===== config.mk =====
export PLATFORM = sky130hd
export DESIGN_NAME = bcsa_pipe_flat
export DESIGN_NICKNAME = d
export VERILOG_FILES = /design/src/rtl/bcsa_pipe_if.sv /design/src/rtl/bcsa_pipe.sv /design/src/flat_wrapper.sv
export SDC_FILE = /design/constraint.sdc
export NUM_CORES = 1
export LEC_CHECK = 0
export ABC_CLOCK_PERIOD_IN_PS = 5000
export BUFFER_PORTS_ARGS = -buffer_cell sky130_fd_sc_hd__buf_2
export CAP_MARGIN = 20
export CORE_MARGIN = 4
export CORE_UTILIZATION = 30
export CTS_CLUSTER_SIZE = 16
export DETAILED_ROUTE_END_ITERATION = 7
export GPL_ROUTABILITY_DRIVEN = 0
export HOLD_SLACK_MARGIN = 0.12
export PLACE_DENSITY = 0.48
export SLEW_MARGIN = 20
export SYNTH_ARGS = -nofsm -noshare
export SYNTH_HDL_FRONTEND = slang
export SYNTH_SLANG_ARGS = --single-unit

===== constraint.sdc =====
create_clock -name clk -period 5 [get_ports clk]
set_clock_uncertainty 0.15 [all_clocks]
set_input_delay 0.25 -clock clk [delete_from_list [all_inputs] [get_ports clk]]
set_output_delay 0.25 -clock clk [all_outputs]
set_load 0.02 [all_outputs]

===== src/rtl/bcsa_pipe_if.sv =====
`default_nettype none
// ============================================================================
// Module      : bcsa_pipe_if
// Description : Handshake and data bundle for the bcsa_pipe speculative adder.
//               Producer side: in_valid/in_ready, a, b, mode.
//               Consumer side: out_valid/out_ready, sum, err, err_mask, err_cnt.
//               master = the environment driving operands and accepting
//               results; slave = the adder itself.
// Revision    : 1.0 - initial release
// ============================================================================
interface bcsa_pipe_if #(
  parameter int WIDTH = 16,
  parameter int BLK   = 4,
  parameter int CNT_W = 16
);
  localparam int NBLK = WIDTH / BLK;

  logic               in_valid;
  logic               in_ready;
  logic [WIDTH-1:0]   a;
  logic [WIDTH-1:0]   b;
  logic               mode;
  logic               out_valid;
  logic               out_ready;
  logic [WIDTH:0]     sum;
  logic               err;
  logic [NBLK-2:0]    err_mask;
  logic [CNT_W-1:0]   err_cnt;

  modport master (
    output in_valid, a, b, mode, out_ready,
    input  in_ready, out_valid, sum, err, err_mask, err_cnt
  );

  modport slave (
    input  in_valid, a, b, mode, out_ready,
    output in_ready, out_valid, sum, err, err_mask, err_cnt
  );
endinterface
`default_nettype wire


===== src/rtl/bcsa_pipe.sv =====
`default_nettype none
// ============================================================================
// Module      : bcsa_pipe
// Description : Registered block-based carry-speculative adder. WIDTH-bit
//               operands are split into NBLK = WIDTH/BLK blocks; each block's
//               carry-in is predicted from a LOOK-bit window just below it.
//               mode = 0 returns the speculative sum, mode = 1 replaces it by
//               the exact sum when any prediction was wrong (one extra cycle).
// Ports       : clk      - clock, rising edge
//               rst_n    - synchronous active-low reset
//               bus      - bcsa_pipe_if.slave (operand/result handshakes,
//                          sum, err, err_mask, saturating err_cnt)
// Revision    : 1.0 - initial release
// ============================================================================
module bcsa_pipe #(
  parameter int WIDTH = 16,
  parameter int BLK   = 4,
  parameter int LOOK  = 4,
  parameter int CNT_W = 16
) (
  input  wire logic   clk,
  input  wire logic   rst_n,
  bcsa_pipe_if.slave  bus
);
  localparam int NBLK = WIDTH / BLK;

  localparam logic [1:0] S_IDLE = 2'd0;
  localparam logic [1:0] S_EVAL = 2'd1;
  localparam logic [1:0] S_CORR = 2'd2;
  localparam logic [1:0] S_HOLD = 2'd3;

  logic [1:0]        r_state;
  logic              r_in_ready;
  logic [WIDTH-1:0]  r_a;
  logic [WIDTH-1:0]  r_b;
  logic              r_mode;
  logic [WIDTH:0]    r_sum;
  logic              r_err;
  logic [NBLK-2:0]   r_err_mask;
  logic [CNT_W-1:0]  r_err_cnt;

  logic [NBLK-1:0]   w_pc;      // predicted carry into each block
  logic [NBLK-1:1]   w_ec;      // exact carry into each block
  logic [WIDTH:0]    w_approx;
  logic [WIDTH:0]    w_exact;
  logic [NBLK-2:0]   w_mask;
  logic              w_err;

  assign w_exact = {1'b0, r_a} + {1'b0, r_b};
  assign w_pc[0] = 1'b0;

  generate
    for (genvar k = 0; k < NBLK; k++) begin : g_blk
      if (k > 0) begin : g_pred
        // Window is clipped so it never reaches below bit 0.
        localparam int L = (LOOK < k * BLK) ? LOOK : k * BLK;
        assign w_pc[k] = 1'(({1'b0, r_a[k*BLK-1 -: L]} + {1'b0, r_b[k*BLK-1 -: L]}) >> L);
        // The exact carry into bit k*BLK is recovered from the exact sum bit.
        assign w_ec[k] = w_exact[k*BLK] ^ r_a[k*BLK] ^ r_b[k*BLK];
      end

      if (k == NBLK - 1) begin : g_top
        // Top block keeps its carry-out as the result MSB.
        assign w_approx[WIDTH:k*BLK] = {1'b0, r_a[k*BLK +: BLK]}
                                     + {1'b0, r_b[k*BLK +: BLK]}
                                     + {{BLK{1'b0}}, w_pc[k]};
      end else begin : g_mid
        assign w_approx[k*BLK +: BLK] = BLK'(r_a[k*BLK +: BLK]
                                           + r_b[k*BLK +: BLK]
                                           + {{(BLK-1){1'b0}}, w_pc[k]});
      end
    end
  endgenerate

  assign w_mask = w_pc[NBLK-1:1] ^ w_ec;
  assign w_err  = |w_mask;

  always_ff @(posedge clk) begin
    if (!rst_n) begin
      r_state    <= S_IDLE;
      r_in_ready <= 1'b0;
      r_a        <= '0;
      r_b        <= '0;
      r_mode     <= 1'b0;
      r_sum      <= '0;
      r_err      <= 1'b0;
      r_err_mask <= '0;
      r_err_cnt  <= '0;
    end else begin
      case (r_state)
        S_IDLE: begin
          // in_ready is registered, so the first idle cycle after reset
          // only raises it; capture waits for a visible handshake.
          if (bus.in_valid && r_in_ready) begin
            r_a        <= bus.a;
            r_b        <= bus.b;
            r_mode     <= bus.mode;
            r_in_ready <= 1'b0;
            r_state    <= S_EVAL;
          end else begin
            r_in_ready <= 1'b1;
          end
        end
        S_EVAL: begin
          r_sum      <= w_approx;
          r_err      <= w_err;
          r_err_mask <= w_mask;
          r_state    <= (r_mode && w_err) ? S_CORR : S_HOLD;
        end
        S_CORR: begin
          // err/err_mask keep describing the speculation, only sum changes.
          r_sum   <= w_exact;
          r_state <= S_HOLD;
        end
        S_HOLD: begin
          if (bus.out_ready) begin
            r_state    <= S_IDLE;
            r_in_ready <= 1'b1;
            if (r_err && (r_err_cnt != '1)) begin
              r_err_cnt <= r_err_cnt + CNT_W'(1);
            end
          end
        end
        default: r_state <= S_IDLE;
      endcase
    end
  end

  assign bus.in_ready  = r_in_ready;
  assign bus.out_valid = (r_state == S_HOLD);
  assign bus.sum       = r_sum;
  assign bus.err       = r_err;
  assign bus.err_mask  = r_err_mask;
  assign bus.err_cnt   = r_err_cnt;

endmodule
`default_nettype wire


===== src/flat_wrapper.sv =====
// flat-port wrapper written by rule: the top's interface ports become plain ports
module bcsa_pipe_flat 
#(
  parameter int WIDTH = 16,
  parameter int BLK   = 4,
  parameter int LOOK  = 4,
  parameter int CNT_W = 16
)
  (clk, rst_n, bus_in_valid, bus_a, bus_b, bus_mode, bus_out_ready, bus_in_ready, bus_out_valid, bus_sum, bus_err, bus_err_mask, bus_err_cnt);
  bcsa_pipe_if #(.WIDTH(WIDTH), .BLK(BLK), .CNT_W(CNT_W)) bus_i ();
  input  wire logic clk;
  input  wire logic rst_n;
  input wire logic [$bits(bus_i.in_valid)-1:0] bus_in_valid;
  input wire logic [$bits(bus_i.a)-1:0] bus_a;
  input wire logic [$bits(bus_i.b)-1:0] bus_b;
  input wire logic [$bits(bus_i.mode)-1:0] bus_mode;
  input wire logic [$bits(bus_i.out_ready)-1:0] bus_out_ready;
  output wire logic [$bits(bus_i.in_ready)-1:0] bus_in_ready;
  output wire logic [$bits(bus_i.out_valid)-1:0] bus_out_valid;
  output wire logic [$bits(bus_i.sum)-1:0] bus_sum;
  output wire logic [$bits(bus_i.err)-1:0] bus_err;
  output wire logic [$bits(bus_i.err_mask)-1:0] bus_err_mask;
  output wire logic [$bits(bus_i.err_cnt)-1:0] bus_err_cnt;
  assign bus_i.in_valid = bus_in_valid;
  assign bus_i.a = bus_a;
  assign bus_i.b = bus_b;
  assign bus_i.mode = bus_mode;
  assign bus_i.out_ready = bus_out_ready;
  assign bus_in_ready = bus_i.in_ready;
  assign bus_out_valid = bus_i.out_valid;
  assign bus_sum = bus_i.sum;
  assign bus_err = bus_i.err;
  assign bus_err_mask = bus_i.err_mask;
  assign bus_err_cnt = bus_i.err_cnt;
  bcsa_pipe #(.WIDTH(WIDTH), .BLK(BLK), .LOOK(LOOK), .CNT_W(CNT_W)) u_core (.clk(clk), .rst_n(rst_n), .bus(bus_i));
endmodule

Word level (Yosys, flattened, before mapping)
Cells that the tools add are included.
{ "op_classes": {"addsub": 12, "multipliers": 0, "div": 0, "magnitude_cmp": 0, "n_eq_ne": 6, "n_shift": 0, "mux": 8, "bitwise_logic": 7, "reduce_logical": 11} }
{ "op_table": {"columns": ["op", "count"], "rows": [
  ["case mux 17 bit (2 select lines)", 1],
  ["adder 4 x 4 -> 5 bit", 4],
  ["adder 16 x 16 -> 17 bit", 1],
  ["adder 16 x 1 -> 16 bit, second input constant", 1],
  ["!= test 16 bit, second input constant", 1],
  ["adder 4 bit", 3],
  ["adder 4 x 1 -> 4 bit", 2],
  ["case mux 2 bit (4 select lines)", 1],
  ["AND reduction 2 bit", 3],
  ["XOR 1 bit", 6],
  ["adder 5 x 1 -> 5 bit", 1],
  ["== test 2 bit, second input constant", 2],
  ["2-to-1 mux 2 bit", 2],
  ["nonzero test 2 bit", 2],
  ["logical AND 1 bit", 3],
  ["2-to-1 mux 1 bit", 3],
  ["AND reduction 3 bit", 1],
  ["OR reduction 3 bit", 1],
  ["XOR 3 bit", 1],
  ["== test 2 x 1 -> 1 bit, second input constant", 1],
  ["zero test 2 bit", 1],
  ["!= test 2 x 1 -> 1 bit, second input constant", 1],
  ["!= test 2 bit, second input constant", 1],
  ["case mux 1 bit (2 select lines)", 1]
]} }
{ "totals": {"regBits": 73, "latch_bits": 0, "mem_bits_rw": 0, "mem_bits_ro": 0, "in_bits": 37, "out_inout_bits": 39, "wordCells": 53, "memories": 0} }

Logic depth before layout (Yosys ltp)
Gate-level depths: netlist of the first run.
{ "logic_depth": {"ltp_word": 8, "mapped_depth": 12, "depth_no_buf": 12} }

Worst setup path before layout of the first run
No wires, ideal clock.
{ "synth_timing": {"path_type": "reg-to-reg", "start": "register u_core.r_b[10]", "end": "register u_core.r_sum[15] (netlist: u_core.bus.sum[15])", "setup_time_ps": 130, "t_arrival_ps": 2649, "t_required_ps": 4720, "setup_slack_ps": 2071, "stages_incl_launch_ff": 12, "n_path_buf": 0, "period_less_slack_ps": 2929, "cell_sequence": "dfxtp_1 ha_1 a21oi_1 nand2_1 a21o_1 fa_1 and3b_1 a311o_1 a221oi_1 o21ai_0 nand4b_1 o211ai_1"} }
{ "synth_between": {"elab_chain_len": 3, "word_cells_on_any_way": 4, "cone_classes": "add/sub (3); mux (1)"} }
{ "synth_rtl": {"columns": ["item", "line_no", "source"], "rows": [
  ["start: declaration", "bcsa_pipe.sv:35", "logic [WIDTH-1:0] r_b;"],
  ["start signal: assignment", "bcsa_pipe.sv:96", "r_b <= bus.b;"],
  ["adder 4 x 4 -> 5 bit", "bcsa_pipe.sv:57", "assign w_pc[k] = 1'(({1'b0, r_a[k*BLK-1 -: L]} + {1'b0, r_b[k*BLK-1 -: L]}) >> L);"],
  ["adder 5 x 1 -> 5 bit", "bcsa_pipe.sv:66", "+ {{BLK{1'b0}}, w_pc[k]};"],
  ["case mux 17 bit (2 select lines) *", "bcsa_pipe.sv:90", "case (r_state)"],
  ["end signal: assignment", "bcsa_pipe.sv:105", "r_sum <= w_approx;"],
  ["end signal: assignment", "bcsa_pipe.sv:112", "r_sum <= w_exact;"],
  ["end: declaration", "bcsa_pipe.sv:37", "logic [WIDTH:0] r_sum;"]
]} }
Mark *: on every way between the ends. The rest lies on a longest branch, timed or not.
A chain may end at the register's enable or synchronous reset.

Worst setup path in the final report of the first run
Same ends and word-level chain as after synthesis.

==> results of run 1 <==
[worst max-delay path by stage]
stage	to	slack, ns	start	depth (start not counted)
2_1_floorplan	u_core.bus.sum[15]$_SDFFE_PN0P_	2.07	u_core.r_b[10]$_SDFFE_PN0P_	11
3_3_place_gp	u_core.bus.sum[15]$_SDFFE_PN0P_	1.89	u_core.r_b[10]$_SDFFE_PN0P_	11
3_5_place_dp	u_core.bus.sum[15]$_SDFFE_PN0P_	1.81	u_core.r_b[10]$_SDFFE_PN0P_	11
4_1_cts	u_core.bus.sum[15]$_SDFFE_PN0P_	1.79	u_core.r_b[10]$_SDFFE_PN0P_	11
5_1_grt	u_core.bus.sum[15]$_SDFFE_PN0P_	1.61	u_core.r_b[10]$_SDFFE_PN0P_	11
6_report	u_core.bus.sum[15]$_SDFFE_PN0P_	1.75	u_core.r_b[10]$_SDFFE_PN0P_	11
[routing by layer]
metal	share of wire	vias up
met2	0.44	89
met5	0	-
met3	0.056	7
li1	-	1830
met1	0.49	1632
met4	0.010	0
[logic make-up (layout without fill, tap and decap cells)]
family	count (synthesis)	in the layout	share of synthesized area
adder cells (fa/ha/maj)	27	27	0.0988
buffers and inverters	41	144	0.0400
multiplexers	10	10	0.0258
flip-flops	73	73	0.377
AND/OR/NAND/NOR	177	177	0.207
AO/OA/AOI/OAI	113	113	0.189
XOR/XNOR	28	28	0.0633
[worst max-delay path: stages, from the launching register on]
cell                       delay [ns]
sky130_fd_sc_hd__dfxtp_1         0.31
sky130_fd_sc_hd__ha_1            0.36
sky130_fd_sc_hd__a21oi_1         0.38
sky130_fd_sc_hd__nand2_1         0.09
sky130_fd_sc_hd__a21o_1          0.21
sky130_fd_sc_hd__fa_1            0.41
sky130_fd_sc_hd__and3b_1         0.19
sky130_fd_sc_hd__a311o_1         0.31
sky130_fd_sc_hd__a221oi_1        0.30
sky130_fd_sc_hd__o21ai_0         0.18
sky130_fd_sc_hd__nand4b_1        0.13
sky130_fd_sc_hd__o211ai_1        0.10
[cells in the final DEF (no fill, tap or decap), drive strengths merged, types with 4 or more instances in the layout]
cell         netlist  final
ha                21     21
o211ai             5      5
nand2             80     80
o21ai             17     17
a31oi              4      4
nand2b             4      4
or3                5      5
nor2              41     41
nand4              7      7
xor2               6      6
clkbuf            22     11
a21oi             53     53
xnor2             22     22
dfxtp             73     73
inv               16     16
and3               7      7
buf                2     78
a211oi             6      6
mux2i             10     10
nand3             14     14
dlygate4sd3        0     33
fa                 6      6
a21o               6      6
nor3               5      5
[synth_stat cells, types with 10 or more instances]
| cell | count |
|---|---|
| sky130_fd_sc_hd__o21ai_0 | 15 |
| sky130_fd_sc_hd__nand2_1 | 80 |
| sky130_fd_sc_hd__mux2i_1 | 10 |
| sky130_fd_sc_hd__clkbuf_1 | 22 |
| sky130_fd_sc_hd__a21oi_1 | 53 |
| sky130_fd_sc_hd__inv_1 | 15 |
| sky130_fd_sc_hd__nand3_1 | 14 |
| sky130_fd_sc_hd__ha_1 | 21 |
| sky130_fd_sc_hd__xnor2_1 | 22 |
| sky130_fd_sc_hd__dfxtp_1 | 73 |
| sky130_fd_sc_hd__nor2_1 | 41 |
[state kept, by name, indices dropped and copies added (netlist names)]
signal,count
u_core.bus.err_cnt,16
u_core.bus.err,1
u_core.r_state,2
u_core.r_a,16
u_core.bus.err_mask,3
u_core.r_mode,1
u_core.bus.in_ready,1
u_core.bus.sum,17
u_core.r_b,16
[layout make-up]
class	instances	area (um2)	area share
Clock buffer	11	243	0.0483
Clock inverter	5	55.1	0.0110
Inverter	17	63.8	0.0127
Multi-Input combinational cell	355	2260	0.450
Sequential cell	73	1460	0.291
Tap cell	172	215	0.0428
Timing Repair Buffer	111	728	0.145
[power groups by stage]
| stage | Combinational (mW) | Sequential, mW | Clock [mW] |
|---|---|---|---|
| 2_1_floorplan | 0.432 | 0.783 | 0 |
| 3_3_place_gp | 0.643 | 0.746 | 0 |
| 3_5_place_dp | 0.651 | 0.748 | 0 |
| 4_1_cts | 0.673 | 0.736 | 0.660 |
| 5_1_grt | 0.748 | 0.747 | 0.687 |
| 6_report | 0.661 | 0.735 | 0.645 |
==> run summary, run 1 <==
POWER AND IR DROP
----------------------------------------------------------------------------------------
LEAKAGE                                                                          2.07 nW
Worst supply voltage drop on vdd                                              0.000157 V
Net switching share of the total power                                             0.350
Part of the power in combinational logic                                           0.324
Pwr Density                                                                   406 nW/um2
Power share of the clock group                                                     0.316
Net Sw Power                                                                    0.714 mW
Register share of total power                                                      0.360
Internal power component                                                         1.33 mW
Total power                                                                      2.04 mW

LOGIC SYNTHESIS
----------------------------------------------------------------------------------------
Number of synthesized flops with an enable pin                                         0
Synth top area cells                                                        sky130_fd_sc_hd__dfxtp_1 (38%), sky130_fd_sc_hd__nand2_1 (7.7%), sky130_fd_sc_hd__a21oi_1 (6.8%)
Fraction of the yosys area taken by sequential cells                               0.377
Gate count of the mapped netlist                                                     469
YS warnings                                                                            0
Proportion of netlist area held by the largest area contributor                    0.377
Synth unique cells                                                                    51
Synth Register Bits                                                                   73
Total standard cell area after synthesis                                        3880 um2
Cell accounting for the most synthesized area                               sky130_fd_sc_hd__dfxtp_1
Async set-or-reset flop fraction in the synthesized netlist                            0
Post-Synthesis Net Count                                                             533
Syn_area_per_cell                                                               8.26 um2
Prevailing post-synth register cell                                         sky130_fd_sc_hd__dfxtp_1

SETUP PATH
----------------------------------------------------------------------------------------
Reg2reg path depth                                                                    11
Top fanout value on the critical path                                                  6
Sort of element at the end of the critical path                                     flop
Flop2flop setup slack                                                            1.75 ns
Critical path class                                                         flop to flop
Source of the worst register-to-register timing path                        u_core.r_b[10]$_SDFFE_PN0P_
Arr. time, crit path                                                             3.30 ns
Critical Path Source Type                                                           flop
Required time of the critical path                                               5.05 ns
Reg2reg end                                                                 u_core.bus.sum[15]$_SDFFE_PN0P_

FLOORPLANNING
----------------------------------------------------------------------------------------
Total number of placement rows                                                        41
Effective utilization at floorplan                                                 0.307
Number of top-level pins                                                              76
Die Y-Extent                                                                      122 um
DIE WIDTH                                                                         122 um
Die Outline Area                                                               14800 um2
Area inside the core boundary                                                  12600 um2

GRT
----------------------------------------------------------------------------------------
Vias in the first global route                                                      3344
Busiest grt layer                                                                   met2
Residual overflow from global routing                                                  0
Number of antenna violations at the first check in global routing                      0
GRT Resource Usage Total                                                           0.137
Wire length of the first global-routing pass                                    16200 um
Met3 demand-to-capacity share in global routing                                   0.0334
Grt met1 use                                                                       0.189
GR Util met2                                                                       0.210
Maximum number of pins on one net before global-route repair                          63

TIMING
----------------------------------------------------------------------------------------
Time the final worst path needs with I/O delays and setup                        3.25 ns
Transition time at the pin with the least slew margin                           0.886 ns
Final critical-path setup slack                                                  1.75 ns
Portion of the clock cycle consumed by the worst path in the final layout          0.649
Final number of max-transition violations                                              0
Final worst hold slack                                                          0.174 ns
Remaining max-slew budget at the tightest pin                                      0.409
Hold violation count in the final report                                               0
Highest attainable clock frequency                                               308 MHz
RSZ-0062 raised after global routing                                               false
Number of failing setup endpoints in the final timing report                           0
Final sum of negative setup slack                                                   0 ns

PLACEMENT
----------------------------------------------------------------------------------------
Dpl cells                                                                            695
Port Buffers                                                                          75
Pre-CTS WS                                                                       1.81 ns
Total placed instance area                                                      4400 um2
HPWL after detailed placement                                                    7140 um

CELLS AND AREA
----------------------------------------------------------------------------------------
Final Util                                                                         0.398
Final instance count without filler cells                                            744
Fraction of final layout cells with drive strength greater than 1                  0.173
Post-route cell area                                                            5030 um2
Growth of design area from synthesis to finish                                     29.7%
Layout fillers                                                                      1355
Antenna diodes                                                                         0
Layout net count                                                                     631

ROUTING
----------------------------------------------------------------------------------------
DRT iter0 DRCs                                                                       232
Overall via count from detail_route                                                 3558
DRC viols                                                                              0
Final wirelength                                                                 9720 um
1st-pass router iterations                                                             6
DR vias/cell                                                                        4.78
Avg WL per Cell                                                                  13.1 um
Remaining number of nets flagged by the antenna check after routing                    0

CLOCKING
----------------------------------------------------------------------------------------
Clock transition at path regs                                                    0.06 ns
Clock Path Buffers                                                                     2
TritonCTS clock tree                                                               built
# hold bufs at CTS                                                                    33
Count of cells resized by post-cts repair                                              0
Clock insertion delay at the later pin of the skew report                        0.33 ns
H-tree depth reported by CTS                                                           3
Total CTS buffers                                                                      9
CTS Root Buffer Type                                                        sky130_fd_sc_hd__clkbuf_16
Clock sink count                                                                      73
Setup repair bufs after CTS                                                            0

OUTCOME
----------------------------------------------------------------------------------------
Result of the run                                                           complete, no violations

MIN PATH
----------------------------------------------------------------------------------------
Number of stages on the worst hold path                                                2
Startpoint of the most critical hold path                                          rst_n
Worst hold endpoint                                                         u_core.bus.err_cnt[12]$_SDFFE_PN0P_
Worst hold-check path type                                                  input port to flop

JOB
----------------------------------------------------------------------------------------
Number of max-cap violations                                                           0

Note: power is estimated with default switching activity, not from simulation.
==> run 2, diff against run 1 <==
--- a/config.mk
+++ b/config.mk
@@ -5,7 +5,7 @@
 export SDC_FILE = /design/constraint.sdc
 export NUM_CORES = 1
 export LEC_CHECK = 0
-export ABC_CLOCK_PERIOD_IN_PS = 5000
+export ABC_CLOCK_PERIOD_IN_PS = 3200
 export BUFFER_PORTS_ARGS = -buffer_cell sky130_fd_sc_hd__buf_2
 export CAP_MARGIN = 20
 export CORE_MARGIN = 4
==> constraint.sdc (replaced) <==
create_clock -name clk -period 3.2 [get_ports clk]
set_clock_uncertainty 0.15 [all_clocks]
set_input_delay 0.16 -clock clk [delete_from_list [all_inputs] [get_ports clk]]
set_output_delay 0.16 -clock clk [all_outputs]
set_load 0.02 [all_outputs]
==> run summary, run 2 (synthesis results as in run 1) <==
OUTCOME
----------------------------------------------------------------------------------------
Result of the run                                                           complete, no violations   unchanged

CELLS AND AREA
----------------------------------------------------------------------------------------
Most common cell after layout, fill and taps aside                          sky130_fd_sc_hd__nand2_1   unchanged
Max reg flops                                                                         17   unchanged
Layout net count                                                                     639   was 631
Final Util                                                                         0.406   was 0.398
Fraction of final layout cells with drive strength greater than 1                  0.190   was 0.173
Post-route cell area                                                            5120 um2   was 5030 um2
Antenna diodes                                                                         0   unchanged
Commonest cells after routing, fill and taps aside                          sky130_fd_sc_hd__nand2_1 (80), sky130_fd_sc_hd__buf_2 (75), sky130_fd_sc_hd__dfxtp_1 (73)   unchanged
Growth of design area from synthesis to finish                                     32.1%   was 29.7%

TIMING
----------------------------------------------------------------------------------------
Transition time at the pin with the least slew margin                           0.503 ns   was 0.886 ns
Final sum of negative setup slack                                                   0 ns   unchanged
Highest attainable clock frequency                                               331 MHz   was 308 MHz
Number of failing setup endpoints in the final timing report                           0   unchanged
Remaining max-slew budget at the tightest pin                                      0.665   was 0.409
Final worst hold slack                                                          0.143 ns   was 0.174 ns
Final number of max-transition violations                                              0   unchanged
Hold violation count in the final report                                               0   unchanged
Portion of the clock cycle consumed by the worst path in the final layout          0.945   was 0.649
Time the final worst path needs with I/O delays and setup                        3.02 ns   was 3.25 ns

POWER AND IR DROP
----------------------------------------------------------------------------------------
Pwr Density                                                                   631 nW/um2   was 406 nW/um2
Worst supply voltage drop on vdd                                              0.000258 V   was 0.000157 V
Total power                                                                      3.23 mW   was 2.04 mW
Power share of the clock group                                                     0.311   was 0.316
Net switching share of the total power                                             0.352   was 0.350
Part of the power in combinational logic                                           0.334   was 0.324
Register share of total power                                                      0.355   was 0.360
Internal power component                                                         2.09 mW   was 1.33 mW
Net Sw Power                                                                     1.14 mW   was 0.714 mW
LEAKAGE                                                                          2.13 nW   was 2.07 nW

SETUP PATH
----------------------------------------------------------------------------------------
Critical path class                                                         flop to flop   unchanged
Required time of the critical path                                               3.30 ns   was 5.05 ns
Crit-path max cell delay                                                         0.44 ns   was 0.41 ns
Critical Path Slowest Stage Cell                                            sky130_fd_sc_hd__fa_1   unchanged
CP cell instances                                                           ha_1, inv_1, fa_1, nand2b_4, a21oi_2, fa_1, xor2_1, xnor2_1, xnor2_1, nand2b_1, nand4bb_4, a211oi_2   was ha_1, a21oi_1, nand2_1, a21o_1, fa_1, and3b_1, a311o_1, a221oi_1, o21ai_0, nand4b_1, o211ai_1
Flop2flop setup slack                                                            0.18 ns   was 1.75 ns
Critical Path Source Type                                                           flop   unchanged
Sort of element at the end of the critical path                                     flop   unchanged
Top fanout value on the critical path                                                  2   was 6
Reg2reg end                                                                 u_core.r_state[0]$_SDFFE_PN0P_   was u_core.bus.sum[15]$_SDFFE_PN0P_
Arr. time, crit path                                                             3.12 ns   was 3.30 ns
Reg2reg path depth                                                                    12   was 11
Source of the worst register-to-register timing path                        u_core.r_b[0]$_SDFFE_PN0P_   was u_core.r_b[10]$_SDFFE_PN0P_

FLOORPLANNING
----------------------------------------------------------------------------------------
Die Outline Area                                                               14800 um2   unchanged
Effective utilization at floorplan                                                 0.307   unchanged
Area inside the core boundary                                                  12600 um2   unchanged
Total number of placement rows                                                        41   unchanged
Number of top-level pins                                                              76   unchanged
Die Y-Extent                                                                      122 um   unchanged
DIE WIDTH                                                                         122 um   unchanged

GRT
----------------------------------------------------------------------------------------
Vias in the first global route                                                      3300   was 3344
Residual overflow from global routing                                                  0   unchanged
Wire length of the first global-routing pass                                    16200 um   about the same
GRT Resource Usage Total                                                           0.135   was 0.137
Maximum number of pins on one net before global-route repair                          39   was 63
Number of antenna violations at the first check in global routing                      0   unchanged

ROUTING
----------------------------------------------------------------------------------------
DR vias/cell                                                                        4.72   was 4.78
Overall via count from detail_route                                                 3547   was 3558
Final wirelength                                                                 9880 um   was 9720 um
1st-pass router iterations                                                             4   was 6
DRC viols                                                                              0   unchanged
DRT iter0 DRCs                                                                       194   was 232
Avg WL per Cell                                                                  13.1 um   about the same
Remaining number of nets flagged by the antenna check after routing                    0   unchanged

CLOCKING
----------------------------------------------------------------------------------------
Total CTS buffers                                                                      9   unchanged
CTS Root Buffer Type                                                        sky130_fd_sc_hd__clkbuf_16   unchanged
TritonCTS clock tree                                                               built   unchanged
H-tree depth reported by CTS                                                           3   unchanged
Clock transition at path regs                                                    0.06 ns   about the same
Clock sink count                                                                      73   unchanged
Clock Path Buffers                                                                     2   unchanged
Clock insertion delay at the later pin of the skew report                        0.33 ns   about the same

MIN PATH
----------------------------------------------------------------------------------------
Startpoint of the most critical hold path                                   bus_out_ready   was rst_n
Worst hold-check path type                                                  input port to flop   unchanged
Worst hold endpoint                                                         u_core.bus.in_ready$_SDFFE_PN0P_   was u_core.bus.err_cnt[12]$_SDFFE_PN0P_
Number of stages on the worst hold path                                                5   was 2

JOB
----------------------------------------------------------------------------------------
Number of max-cap violations                                                           0   unchanged

PLACEMENT
----------------------------------------------------------------------------------------
HPWL after detailed placement                                                    7270 um   was 7140 um
Total placed instance area                                                      4440 um2   was 4400 um2
Port Buffers                                                                          75   unchanged

run 2: changes by cell type in the layout (fill, tap and decap cells not counted), sizes merged:
cell	delta
clkinvlp	-2
inv	+1
dlygate4sd3	+1
buf	+7
clkinv	+1
run 2: worst max-delay path, delay by kind of cell, from the launching register on:
| family | cells | cell delay [ns] |
|---|---|---|
| AO/OA/AOI/OAI | 2 | 0.40 |
| XOR/XNOR | 3 | 0.47 |
| adder cells (fa/ha/maj) | 3 | 1.02 |
| buffers and inverters | 1 | 0.05 |
| flip-flops | 1 | 0.33 |
| AND/OR/NAND/NOR | 3 | 0.52 |
run 2: layer usage:
layer | track usage | wire length, um
met4 | 0.0392 | 112
met3 | 0.0311 | 455
met1 | 0.190 | 5010
met2 | 0.207 | 4300
met5 | 0 | 0
run 2: power groups by stage:
stage          Clock, mW  Combinational, mW  Sequential (mW)
2_1_floorplan          0              0.675             1.22
4_1_cts             1.03               1.06             1.15
6_report            1.00               1.08             1.15
3_5_place_dp           0               1.03             1.17
3_3_place_gp           0               1.02             1.16
5_1_grt             1.07               1.21             1.17
run 2: cell type report:
class / count / area (um2)
repair buffers: 119 / 791
multi-input cells: 355 / 2290
inverters: 17 / 63.8
fillers: 1362 / 7500
flip-flops and latches: 73 / 1460
well taps: 172 / 215
clock inverters: 5 / 53.8
clock buffers: 11 / 243
run 2: repair_timing:
| action | 4_1_cts | 5_1_grt |
|---|---|---|
| resized for setup | 0 | 5 |
| hold endpoints to repair | 41 | 0 |
| setup endpoints to repair | 0 | 3 |
| setup buffers | 0 | 1 |
| hold buffers | 34 | 0 |
run 2: worst max path at each step:
stage | start | to | slack (ns) | cells past startpoint
3_5_place_dp | u_core.r_b[0]$_SDFFE_PN0P_ | u_core.r_state[0]$_SDFFE_PN0P_ | 0.09 | 12
5_1_grt | u_core.r_b[0]$_SDFFE_PN0P_ | u_core.r_state[0]$_SDFFE_PN0P_ | -0.03 | 12
2_1_floorplan | u_core.r_b[10]$_SDFFE_PN0P_ | u_core.bus.sum[15]$_SDFFE_PN0P_ | 0.27 | 11
4_1_cts | u_core.r_b[0]$_SDFFE_PN0P_ | u_core.r_state[0]$_SDFFE_PN0P_ | 0.07 | 12
3_3_place_gp | u_core.r_b[0]$_SDFFE_PN0P_ | u_core.r_state[0]$_SDFFE_PN0P_ | 0.20 | 12
6_report | u_core.r_b[0]$_SDFFE_PN0P_ | u_core.r_state[0]$_SDFFE_PN0P_ | 0.18 | 12
run 2: through the flow:
stage / worst slack, ns / instances
2_1_floorplan: 0.271 / 469
5_1_grt: -0.0305 / 752
3_3_place_gp: 0.198 / 701
3_5_place_dp: 0.0938 / 701
6_report: 0.175 / 752
4_1_cts: 0.0741 / 751
==> run 3, diff against run 2 <==
--- a/config.mk
+++ b/config.mk
@@ -5,6 +5,7 @@
 export SDC_FILE = /design/constraint.sdc
 export NUM_CORES = 1
 export LEC_CHECK = 0
+export ABC_AREA = 1
 export ABC_CLOCK_PERIOD_IN_PS = 3200
 export BUFFER_PORTS_ARGS = -buffer_cell sky130_fd_sc_hd__buf_2
 export CAP_MARGIN = 20
@@ -14,7 +15,7 @@
 export DETAILED_ROUTE_END_ITERATION = 7
 export GPL_ROUTABILITY_DRIVEN = 0
 export HOLD_SLACK_MARGIN = 0.12
-export PLACE_DENSITY = 0.48
+export PLACE_DENSITY = 0.47
 export SLEW_MARGIN = 20
 export SYNTH_ARGS = -nofsm -noshare
 export SYNTH_HDL_FRONTEND = slang
==> run summary, run 3 <==
OUTCOME
----------------------------------------------------------------------------------------
Result of the run                                                           complete, no violations   unchanged

FLOORPLANNING
----------------------------------------------------------------------------------------
Die Y-Extent                                                                      125 um   was 122 um
Total number of placement rows                                                        42   was 41
Number of top-level pins                                                              76   unchanged
Die Outline Area                                                               15700 um2   was 14800 um2
DIE WIDTH                                                                         125 um   was 122 um
Area inside the core boundary                                                  13300 um2   was 12600 um2
Effective utilization at floorplan                                                 0.309   was 0.307

CELLS AND AREA
----------------------------------------------------------------------------------------
Final instance count without filler cells                                            879   was 752
Layout net count                                                                     763   was 639
Commonest cells after routing, fill and taps aside                          sky130_fd_sc_hd__nand2_1 (106), sky130_fd_sc_hd__inv_1 (93), sky130_fd_sc_hd__buf_2 (75)   was sky130_fd_sc_hd__nand2_1 (80), sky130_fd_sc_hd__buf_2 (75), sky130_fd_sc_hd__dfxtp_1 (73)
Max reg flops                                                                         17   unchanged
Final Util                                                                         0.403   was 0.406
Post-route cell area                                                            5370 um2   was 5120 um2
Growth of design area from synthesis to finish                                     30.1%   was 32.1%
Antenna diodes                                                                         0   unchanged
Most common cell after layout, fill and taps aside                          sky130_fd_sc_hd__nand2_1   unchanged
Fraction of final layout cells with drive strength greater than 1                  0.161   was 0.190

POWER AND IR DROP
----------------------------------------------------------------------------------------
Pwr Density                                                                   724 nW/um2   was 631 nW/um2
Worst supply voltage drop on vdd                                              0.000261 V   was 0.000258 V
LEAKAGE                                                                          2.54 nW   was 2.13 nW
Total power                                                                      3.89 mW   was 3.23 mW

CLOCKING
----------------------------------------------------------------------------------------
Clock sink count                                                                      73   unchanged
Clock transition at path regs                                                    0.06 ns   about the same
Count of cells resized by post-cts repair                                              0   unchanged
CTS Root Buffer Type                                                        sky130_fd_sc_hd__clkbuf_16   unchanged
Clock Path Buffers                                                                     2   unchanged
H-tree depth reported by CTS                                                           3   unchanged
Total CTS buffers                                                                      9   unchanged
TritonCTS clock tree                                                               built   unchanged
Clock insertion delay at the later pin of the skew report                        0.34 ns   was 0.33 ns

SETUP PATH
----------------------------------------------------------------------------------------
Critical Path Source Type                                                           flop   unchanged
Timing startpoint of the critical path                                      u_core.r_b[0]$_SDFFE_PN0P_   unchanged
Required time of the critical path                                               3.32 ns   was 3.30 ns
Critical path class                                                         flop to flop   unchanged
Flop2flop setup slack                                                            0.31 ns   was 0.18 ns
Arr. time, crit path                                                             3.01 ns   was 3.12 ns
Reg2reg path depth                                                                    19   was 12
Worst setup endpoint                                                        u_core.r_state[0]$_SDFFE_PN0P_   unchanged
Reg2reg end                                                                 u_core.r_state[0]$_SDFFE_PN0P_   unchanged
Sort of element at the end of the critical path                                     flop   unchanged
Source of the worst register-to-register timing path                        u_core.r_b[0]$_SDFFE_PN0P_   unchanged
Top fanout value on the critical path                                                  4   was 2

LOGIC SYNTHESIS
----------------------------------------------------------------------------------------
Synth Register Bits                                                                   73   unchanged
Synth unique cells                                                                    40   was 51
Total standard cell area after synthesis                                        4130 um2   was 3880 um2
Synth top area cells                                                        sky130_fd_sc_hd__dfxtp_1 (35%), sky130_fd_sc_hd__nand2_1 (9.6%), sky130_fd_sc_hd__a21oi_1 (8.6%)   was sky130_fd_sc_hd__dfxtp_1 (38%), sky130_fd_sc_hd__nand2_1 (7.7%), sky130_fd_sc_hd__a21oi_1 (6.8%)
Post-Synthesis Net Count                                                             654   was 533
Async set-or-reset flop fraction in the synthesized netlist                            0   unchanged
Number of synthesized flops with an enable pin                                         0   unchanged
Top cell types by occurrence after synthesis                                sky130_fd_sc_hd__nand2_1 (106), sky130_fd_sc_hd__inv_1 (93), sky130_fd_sc_hd__dfxtp_1 (73), sky130_fd_sc_hd__a21oi_1 (71), sky130_fd_sc_hd__o21ai_0 (68)   was sky130_fd_sc_hd__nand2_1 (80), sky130_fd_sc_hd__dfxtp_1 (73), sky130_fd_sc_hd__a21oi_1 (53), sky130_fd_sc_hd__nor2_1 (41)
Cell with the most instances after synthesis                                sky130_fd_sc_hd__nand2_1   unchanged
Syn_area_per_cell                                                               7.00 um2   was 8.26 um2
YS warnings                                                                            0   unchanged
Cell accounting for the most synthesized area                               sky130_fd_sc_hd__dfxtp_1   unchanged
Prevailing post-synth register cell                                         sky130_fd_sc_hd__dfxtp_1   unchanged
Gate count of the mapped netlist                                                     590   was 469
Fraction of the yosys area taken by sequential cells                               0.354   was 0.377
Proportion of netlist area held by the largest area contributor                    0.354   was 0.377

TIMING
----------------------------------------------------------------------------------------
Time the final worst path needs with I/O delays and setup                        2.89 ns   was 3.02 ns
RSZ-0062 raised after global routing                                               false
Highest attainable clock frequency                                               346 MHz   was 331 MHz
Portion of the clock cycle consumed by the worst path in the final layout          0.903   was 0.945
Hold violation count in the final report                                               0   unchanged
Number of failing setup endpoints in the final timing report                           0   unchanged
Remaining max-slew budget at the tightest pin                                      0.607   was 0.665
Final number of max-transition violations                                              0   unchanged
Final sum of negative setup slack                                                   0 ns   unchanged
Final critical-path setup slack                                                 0.311 ns   was 0.175 ns
Transition time at the pin with the least slew margin                           0.588 ns   was 0.503 ns
Final worst hold slack                                                          0.297 ns   was 0.143 ns

ROUTING
----------------------------------------------------------------------------------------
DR vias/cell                                                                        4.53   was 4.72
DRC viols                                                                              0   unchanged
Remaining number of nets flagged by the antenna check after routing                    0   unchanged
Overall via count from detail_route                                                 3980   was 3547
1st-pass router iterations                                                             4   unchanged
Avg WL per Cell                                                                  12.5 um   was 13.1 um
DRT iter0 DRCs                                                                       222   was 194
Final wirelength                                                                10900 um   was 9880 um

GRT
----------------------------------------------------------------------------------------
Maximum number of pins on one net before global-route repair                          67   was 39
Number of antenna violations at the first check in global routing                      0   unchanged
GRT Resource Usage Total                                                           0.147   was 0.135
Wire length of the first global-routing pass                                    19000 um   was 16200 um
Residual overflow from global routing                                                  0   unchanged
Vias in the first global route                                                      3964   was 3300

MIN PATH
----------------------------------------------------------------------------------------
Worst hold-check path type                                                  flop to flop   was input port to flop

PLACEMENT
----------------------------------------------------------------------------------------
Pre-CTS WS                                                                      0.301 ns   was 0.0938 ns
Total placed instance area                                                      4690 um2   was 4440 um2
Port Buffers                                                                          75   unchanged
Dpl cells                                                                            825   was 701
HPWL after detailed placement                                                    8140 um   was 7270 um

JOB
----------------------------------------------------------------------------------------
Number of max-cap violations                                                           0   unchanged

run 3: layout make-up:
type	count	area [um2]
fill	1441	7980
multi-input combinational	399	2220
sequential	73	1460
timing repair buffer	118	796
inverter	98	375
clock buffer	12	256
tap	176	220
clock inverter	3	40.0
run 3: routing by layer:
metal	GRT usage	share of wire	up-vias
met5	0	0	-
met4	0.0421	0.011	0
met2	0.251	0.47	75
li1	-	-	2118
met3	0.0397	0.048	8
met1	0.183	0.47	1779
run 3: worst min-delay path by stage:
stage,start,endpoint,slack [ns],cells after the start
after floorplan,bus_out_ready,u_core.bus.in_ready$_SDFFE_PN0P_,0.19,2
after global placement,bus_a[5],u_core.r_a[5]$_SDFFE_PN0P_,0.29,3
after detailed placement,u_core.r_b[6]$_SDFFE_PN0P_,u_core.r_b[6]$_SDFFE_PN0P_,0.29,2
after CTS,u_core.r_b[6]$_SDFFE_PN0P_,u_core.r_b[6]$_SDFFE_PN0P_,0.30,2
after global routing,u_core.r_a[3]$_SDFFE_PN0P_,u_core.r_a[3]$_SDFFE_PN0P_,0.32,2
final,u_core.r_b[6]$_SDFFE_PN0P_,u_core.r_b[6]$_SDFFE_PN0P_,0.30,2
run 3: what timing repair did:
action | 4_1_cts | 5_1_grt
setup endpoints to repair | 0 | 0
buffers inserted | 0 | 0
endpoints found under the hold margin | 45 | 0
hold buffers | 39 | 0
run 3: logic make-up (layout without fill, tap and decap cells):
logic type                 after synthesis  count (layout)  share of synthesized area
AOI/OAI and AO/OA                      153             153                      0.193
xor gates and xnor gates                15              15                     0.0318
and+or+nand+nor                        204             204                      0.219
buffers and inverters                  118             231                      0.109
adders and majority gates               27              27                     0.0927
DFF                                     73              73                      0.354
run 3: where the power goes:
part / internal (mW) / switching [mW]
registers: 1.14 / 0.149
logic: 0.572 / 1.02
clock network: 0.639 / 0.368
total: 2.35 / 1.54
run 3: worst max-delay path, cell delays in order, from the launching register on:
cell and delay (ns):
sky130_fd_sc_hd__dfxtp_1 0.33, sky130_fd_sc_hd__ha_1 0.17, sky130_fd_sc_hd__inv_1 0.08, sky130_fd_sc_hd__fa_1 0.40
sky130_fd_sc_hd__inv_1 0.07, sky130_fd_sc_hd__nand2_1 0.05, sky130_fd_sc_hd__nand2_1 0.08, sky130_fd_sc_hd__nand2_1 0.11
sky130_fd_sc_hd__inv_1 0.10, sky130_fd_sc_hd__fa_1 0.44, sky130_fd_sc_hd__inv_1 0.08, sky130_fd_sc_hd__nand2_1 0.07
sky130_fd_sc_hd__nand3_1 0.06, sky130_fd_sc_hd__nand2_1 0.06, sky130_fd_sc_hd__xor2_1 0.14, sky130_fd_sc_hd__a21oi_1 0.12
sky130_fd_sc_hd__nand3_1 0.11, sky130_fd_sc_hd__nand2_1 0.07, sky130_fd_sc_hd__nand2_1 0.04, sky130_fd_sc_hd__a21oi_1 0.10
